--- src/rtl/upg_boot_ctrl.sv ---
// UART program-load sequencer: owns the programmer reset and CPU hold, forwards
// received words to instruction or data memory, counts them and aborts stalled loads.
module upg_boot_ctrl #(
    parameter int TIMEOUT_CYC = 20_000_000,
    parameter int RELEASE_CYC = 16
) (
    input  logic        clock,
    input  logic        rst_n,
    input  logic        start_i,
    input  logic        upg_wen_i,
    input  logic [14:0] upg_adr_i,
    input  logic [31:0] upg_dat_i,
    input  logic        upg_done_i,
    output logic        upg_rst_o,
    output logic        imem_wen_o,
    output logic        dmem_wen_o,
    output logic [13:0] mem_adr_o,
    output logic [31:0] mem_dat_o,
    output logic        cpu_hold_o,
    output logic [1:0]  state_o,
    output logic [15:0] word_cnt_o,
    output logic        err_o
);

    localparam int TO_W  = $clog2(TIMEOUT_CYC);
    localparam int REL_W = $clog2(RELEASE_CYC + 1);
    localparam logic [TO_W-1:0]  TO_LAST  = TO_W'(TIMEOUT_CYC - 1);
    localparam logic [REL_W-1:0] REL_LAST = REL_W'(RELEASE_CYC - 1);

    typedef enum logic [1:0] {
        RUN   = 2'd0,
        LOAD  = 2'd1,
        DRAIN = 2'd2,
        ERR   = 2'd3
    } state_t;

    state_t            state, state_nxt;
    logic              wen_prev;
    logic [TO_W-1:0]   to_cnt;
    logic [REL_W-1:0]  rel_cnt;
    logic              acc;
    logic              enter_load;
    logic              enter_drain;

    always_ff @(posedge clock or negedge rst_n) begin
        if (!rst_n) begin
            state <= RUN;
        end else begin
            state <= state_nxt;
        end
    end

    // An accepted write suppresses the timeout in the cycle it arrives.
    always_comb begin
        state_nxt   = state;
        acc         = 1'b0;
        enter_load  = 1'b0;
        enter_drain = 1'b0;
        case (state)
            RUN: begin
                if (start_i) begin
                    state_nxt  = LOAD;
                    enter_load = 1'b1;
                end
            end
            LOAD: begin
                acc = upg_wen_i && !wen_prev;
                if (upg_done_i) begin
                    state_nxt   = DRAIN;
                    enter_drain = 1'b1;
                end else if (!acc && to_cnt == TO_LAST) begin
                    state_nxt = ERR;
                end
            end
            DRAIN: begin
                if (rel_cnt == '0) begin
                    state_nxt = RUN;
                end
            end
            ERR: begin
                if (start_i) begin
                    state_nxt  = LOAD;
                    enter_load = 1'b1;
                end
            end
            default: state_nxt = RUN;
        endcase
    end

    always_ff @(posedge clock or negedge rst_n) begin
        if (!rst_n) begin
            wen_prev   <= 1'b0;
            to_cnt     <= '0;
            rel_cnt    <= '0;
            word_cnt_o <= '0;
            imem_wen_o <= 1'b0;
            dmem_wen_o <= 1'b0;
            mem_adr_o  <= '0;
            mem_dat_o  <= '0;
            upg_rst_o  <= 1'b1;
            cpu_hold_o <= 1'b0;
            err_o      <= 1'b0;
        end else begin
            imem_wen_o <= acc && !upg_adr_i[14];
            dmem_wen_o <= acc && upg_adr_i[14];
            if (acc) begin
                mem_adr_o <= upg_adr_i[13:0];
                mem_dat_o <= upg_dat_i;
            end

            if (enter_load) begin
                wen_prev   <= 1'b0;
                to_cnt     <= '0;
                word_cnt_o <= '0;
            end else if (state == LOAD) begin
                wen_prev <= upg_wen_i;
                to_cnt   <= acc ? '0 : to_cnt + TO_W'(1);
                if (acc && word_cnt_o != 16'hFFFF) begin
                    word_cnt_o <= word_cnt_o + 16'd1;
                end
            end

            if (enter_drain) begin
                rel_cnt <= REL_LAST;
            end else if (state == DRAIN && rel_cnt != '0) begin
                rel_cnt <= rel_cnt - REL_W'(1);
            end

            // Status outputs are registered from the next state so they align with state_o.
            upg_rst_o  <= (state_nxt != LOAD);
            cpu_hold_o <= (state_nxt != RUN);
            err_o      <= (state_nxt == ERR);
        end
    end

    assign state_o = state;

endmodule

--- config.mk ---
export PLATFORM = sky130hd
export DESIGN_NAME = upg_boot_ctrl
export DESIGN_NICKNAME = d
export VERILOG_FILES = /design/src/rtl/upg_boot_ctrl.sv
export SDC_FILE = /design/constraint.sdc
export NUM_CORES = 1
export LEC_CHECK = 0
export ABC_CLOCK_PERIOD_IN_PS = 4700
export CAP_MARGIN = 20
export CORE_MARGIN = 5
export CORE_UTILIZATION = 35
export CTS_BUF_LIST = sky130_fd_sc_hd__clkbuf_16
export DETAILED_ROUTE_END_ITERATION = 10
export GPL_ROUTABILITY_DRIVEN = 0
export PLACE_DENSITY = 0.66
export SETUP_SLACK_MARGIN = 0.05
export SYNTH_ARGS = -nofsm -noshare
export SYNTH_HDL_FRONTEND = slang
export SYNTH_SLANG_ARGS = --single-unit
export TNS_END_PERCENT = 20
--- constraint.sdc ---
create_clock -name clock -period 4.7 [get_ports clock]
set_input_delay 0.705 -clock clock [delete_from_list [all_inputs] [get_ports clock]]
set_output_delay 0.705 -clock clock [all_outputs]
set_load 0.01 [all_outputs]
## Word level (Yosys, flattened, before mapping)

Cells that the tools add are included.

- Register bits: 100
- Input bits: 52
- Output and inout port bits: 69
- Logic and storage cells: 60

- $add $sub $neg: 3
- Equal/unequal tests: 7
- Muxes and demuxes: 20
- Reductions and logical operators: 18

Operator list:

| cell | count |
|---|---|
| 25-bit 2-to-1 mux | 3 |
| 16-bit 2-to-1 mux | 3 |
| 25-bit by 1-bit adder with 25-bit output, second input constant | 1 |
| 25-bit equality test, second input constant | 1 |
| 16-bit by 1-bit adder with 16-bit output, second input constant | 1 |
| 16-bit != test, second input constant | 1 |
| 5-bit 2-to-1 mux | 2 |
| 2-bit 2-to-1 mux | 4 |
| 2-bit nonzero test | 4 |
| 1-bit 2-to-1 mux | 7 |
| 2-bit equality test, second input constant | 3 |
| 1-bit logical AND | 6 |
| 2-bit one-hot mux with 3 select lines | 1 |
| 5-bit zero test | 1 |
| 5-bit nonzero test | 1 |
| 5-bit by 1-bit subtractor with 5-bit output, second input constant | 1 |
| 1-bit zero test | 3 |
| 2-bit by 1-bit equality test with 1-bit output, second input constant | 1 |
| 2-bit zero test | 1 |
| 2-bit by 1-bit != test with 1-bit output, second input constant | 1 |
| 2-bit AND reduction | 1 |
| 2-bit OR reduction | 1 |

## Logic depth before layout (Yosys ltp)

- Depth after elaboration: 8
- Depth in mapped cells: 9
- Mapped depth without buffers: 6

## Least setup slack after synthesis

No wires, ideal clock.

- Path type: reg2reg
- Start point: reg state[0] (netlist: state_o[0])
- End point: reg word_cnt_o[7]
- Library setup time: 0.099 ns
- Arrival: 2.054 ns
- Required time: 4.601 ns
- Path slack: 2.547 ns
- Cell stages (with the launch flop): 9
- Buffers on the path: 2
- Period minus slack after synthesis: 2.153 ns
- Cell sequence: dfrtp_1 > inv_1 > ha_1 > and2_1 > clkbuf_1 > nor4_1 > buf_2 > a21oi_1 > a311oi_1

- Cells in the longest elaborated chain, start to end: 5
- Elaborated cells between the ends (all ways): 11

Ends and longest elaborated chain:

| element | line | source |
|---|---|---|
| from (decl) | 37 | `state_t state, state_nxt;` |
| from (signal assigned) | 49 | `state <= state_nxt;` |
| 2-bit equality test, or another cell as far along | 59 | `case (state)` |
| 2-bit OR reduction (no source line) or 1-bit 2-to-1 mux (tied branches) | - |  |
| 1-bit 2-to-1 mux or 1-bit logical AND (tied branches) | - |  |
| 2-bit nonzero test (no source line) | - |  |
| 2-bit AND reduction (no source line) | - |  |
| to (signal assigned) | 119 | `word_cnt_o <= word_cnt_o + 16'd1;` |
| to (decl) | 21 | `output logic [15:0] word_cnt_o,` |

Parallel ways exist; a longest one is shown, timed or not.
A chain may end at the register's enable or synchronous reset.

## Worst setup path after layout

- Start point: reg state[1] (netlist: state_o[1])
- End point: reg to_cnt[9]

- Cells in the longest elaborated chain, start to end: 5
- Elaborated cells between the ends (all ways): 10

Ends and longest elaborated chain:

| element | line | source |
|---|---|---|
| 2-bit by 1-bit equality test with 1-bit output | 59, 115 |  |
| 1-bit 2-to-1 mux | 59 |  |
| 25-bit 2-to-1 mux | 117 | `to_cnt <= acc ? '0 : to_cnt + TO_W'(1);` |
| 25-bit 2-to-1 mux | 115 | `end else if (state == LOAD) begin` |
| 25-bit 2-to-1 mux | 111 | `if (enter_load) begin` |
| to (signal assigned) | 117 |  |
| to (decl) | 39 | `logic [TO_W-1:0] to_cnt;` |

Parallel ways exist; a longest one is shown, timed or not. The select of a mux whose other input is x is not followed.

==> qor.log <==
qor: placement.dpl_worst_slack 1.75 ns
qor: run.maxCapViolCount 0
qor: clock_network.cts.repair_timing.setup_buffer_count 0
qor: finish.antenna-diode-count 0
qor: synthesis.synth_top_cell_by_area dfrtp_1
qor: worst_setup_path.slowest_delay 0.72 ns
qor: timing.totalNegativeSetupSlack 0 ns
qor: placement.numPortBuffers 120
qor: run_status.status complete, no violations
qor: timing.drv_slew 0
qor: detailed_routing.route.detailed.wl_per_inst 16.1 µm
qor: placement.placed_cells 800
qor: worst_hold_path.timing.hold.worst.class in2async
qor: finish.final_nets 693
qor: detailed_routing.final_wirelength 13100 µm
qor: detailed_routing.detailedRoute.firstPassIterationCount 5
qor: finish.post_layout_nonfiller_instances 816
qor: synthesis.synth_area_leaders dfrtp_1 (52%), nand2_1 (14%), a21oi_1 (2.0%), or4_1 (1.9%), nand4_1 (1.9%)
qor: worst_setup_path.cp_max_fo 18
qor: detailed_routing.detailedRoute.firstIterationViolations 315
qor: synthesis.synth.avg_cell_area 8.97 µm²
qor: worst_setup_path.worst_ep_arrival_time 3.09 ns
qor: clock_network.worstSkewPairLatency 0.35 ns
qor: worst_setup_path.worst_path_max_delay_cell or4_1
qor: synthesis.asyncSetResetFlopFracSynth 100%
qor: synthesis.number_of_enable_flip_flop_cells_after_synthesis 0
qor: timing.hold_viol_final 0
qor: global_routing.globalRouteOverflowTotal 0
qor: worst_setup_path.critical_path.startpoint_type register
qor: clock_network.tritoncts done
qor: synthesis.yosys_cell_types 51
qor: synthesis.most_frequent_cell_after_synthesis nand2_1
qor: finish.fraction_of_final_layout_cells_with_drive_strength_greater_than_1 3.59%
qor: synthesis.syn_nets 585
qor: power_and_ir_drop.power_density 498 nW/µm²
qor: floorplan.floorplan.die.height 126 µm
qor: power_and_ir_drop.ir_drop 0.335 mV
qor: synthesis.synth.yosys.warnings 0
qor: worst_setup_path.worstPathCellList inv_1 -> ha_1 -> a21oi_1 -> or4_1 -> or4_1 -> a21oi_1
qor: finish.postLayoutCellArea 6360 µm²
qor: timing.rsz0062_at_grt no
qor: power_and_ir_drop.power.static_leakage 2.74 nW
qor: detailed_routing.drc 0
qor: worst_setup_path.required 4.96 ns
qor: global_routing.wire_length_of_the_first_global_routing_pass 21700 µm
qor: clock_network.cts_max_path_buffers 2
qor: worst_setup_path.timing.setup.critical_path_class reg2reg
qor: floorplan.initial_utilization 35.7%
qor: placement.postPlaceCellArea 6070 µm²
qor: detailed_routing.detail_route.vias_per_cell 5.24
qor: synthesis.synthTopCellsByCount nand2_1 (182), dfrtp_1 (99), clkbuf_1 (20)
qor: global_routing.largest_net_degree_at_the_start_of_global_routing 61
qor: timing.setup_ws 1.87 ns
qor: timing.final-setup-viol-count 0
qor: global_routing.grt_antenna_before_repair 0
qor: synthesis.synth_cells 527
qor: synthesis.yosys.area.top_type_share 52.4%
qor: clock_network.cts.sink_count 100
qor: detailed_routing.vias 4279
qor: synthesis.synth_seq_area_share 52.9%
qor: synthesis.synth-seq-cells 100
qor: floorplan.die_w 126 µm
qor: clock_network.ctsHtreeMaxLevel 3
qor: timing.slew-limit-headroom 43.8%
qor: finish.fin_util 48.0%
qor: floorplan.std_cell_rows 42
qor: floorplan.number_of_top_level_pins 121
qor: clock_network.cts_repair_resize_count 0
qor: detailed_routing.antenna_violating_nets_post_route 0
qor: finish.areaGrowthSynthToFinish 34.4%
qor: worst_setup_path.setup.worst_path.end_class register
qor: clock_network.cts_buffers 9
qor: timing.post-route-min-period 2.83 ns
qor: clock_network.cts_hold_buffers 0
qor: synthesis.post_synthesis_instance_area 4730 µm²
qor: timing.fin_skew 0.00875 ns
qor: floorplan.design.die.area 15900 µm²
qor: synthesis.synth_ff_type dfrtp_1
qor: clock_network.cts_root_buf clkbuf_16
qor: timing.fmaxAchievable 353 MHz
qor: clock_network.clk_transition_reported_paths 0.07 ns
qor: global_routing.first_global_vias 4342
qor: global_routing.tot_gr_track_use 16.7%
qor: timing.final_period_utilization 60.2%
qor: timing.max_slew.worst_pin.slew 0.844 ns
qor: floorplan.floorplan.core_area 13200 µm²
qor: placement.hpwl_detailed 9350 µm
[metrics by stage]
stage | total power, W | hold WS [ns]
CTS | 0.00321 | 0.462
floorplan | 0.00182 | 0.409
global placement | 0.00243 | 0.457
global route | 0.00338 | 0.499
finish | 0.00317 | 0.431
detailed placement | 0.00247 | 0.461
[report_power, final]
part           leakage [nW]  internal [W]  switching, W
combinational          1.29      0.000573      0.000629
clock                 0.149      0.000406      0.000319
sequential             1.30       0.00109      0.000147
[flip-flops by register name (all words and copies together), names as in the netlist]
name        flops
word_cnt_o     16
upg_rst_o       1
wen_prev        1
to_cnt         25
rel_cnt         5
imem_wen_o      1
cpu_hold_o      1
err_o           1
dmem_wen_o      1
mem_adr_o      14
state_o         2
mem_dat_o      32
[cells by family after synthesis]
logic type               Yosys count  share of synthesized area, %
multiplexers                       6                          1.32
flip-flops                       100                          52.9
adder cells (fa/ha/maj)            6                          1.59
buffers and inverters             39                          3.20
AO/OA/AOI/OAI                     76                          10.9
XOR/XNOR                           9                          1.67
AND/OR/NAND/NOR                  291                          28.4
[worst max-delay path, delay by kind of cell (launching register included)]
family                     cells  cell delay [ns]
AOI/OAI and AO/OA              2             0.50
adders and majority gates      1             0.53
buffers and inverters          1             0.08
DFF                            1             0.44
and+or+nand+nor                2             1.19
[area by class of cell]
| type | instances | area (µm²) |
|---|---|---|
| Fill cell | 1247 | 6880 |
| Sequential cell | 100 | 2500 |
| Multi-Input combinational cell | 388 | 2080 |
| Timing Repair Buffer | 124 | 1230 |
| Clock buffer | 9 | 225 |
| Tap cell | 176 | 220 |
| Clock inverter | 7 | 60.1 |
| Inverter | 12 | 45.0 |
[cells in the final DEF, fill, tap and decap left out, types with 10 or more instances in the layout]
| cell type | instances |
|---|---|
| nand3_1 | 13 |
| dfrtp_1 | 99 |
| nand2_1 | 182 |
| clkdlybuf4s50_1 | 119 |
| nor2_1 | 16 |
| inv_1 | 13 |
| nor3_1 | 10 |
| nand4_1 | 14 |
| or4_1 | 12 |
| a21oi_1 | 19 |
[routing by layer]
metal / routed length (µm) / global-route usage (%) / part of all wire, %
met5: 0 / 0 / 0
met4: 314 / 6.50 / 2.4
met3: 952 / 5.97 / 7.2
met2: 6570 / 27.7 / 50
met1: 5310 / 19.8 / 40
[final timing paths]
path,start,to,cells after the start,slack (ns)
max reg2reg,state_o[1]$_DFF_PN0_,to_cnt[9]$_DFFE_PN0P_,6,1.87
min reg2reg,mem_dat_o[6]$_DFFE_PN0P_,mem_dat_o[6]$_DFFE_PN0P_,2,0.47
min in group clock,mem_dat_o[6]$_DFFE_PN0P_,mem_dat_o[6]$_DFFE_PN0P_,2,0.47
min,rst_n,to_cnt[24]$_DFFE_PN0P_,1,0.43
max,state_o[1]$_DFF_PN0_,to_cnt[9]$_DFFE_PN0P_,6,1.87
max in group asynchronous,rst_n,mem_dat_o[8]$_DFFE_PN0P_,2,3.25
No activity file was read; power rests on OpenSTA's default activity.
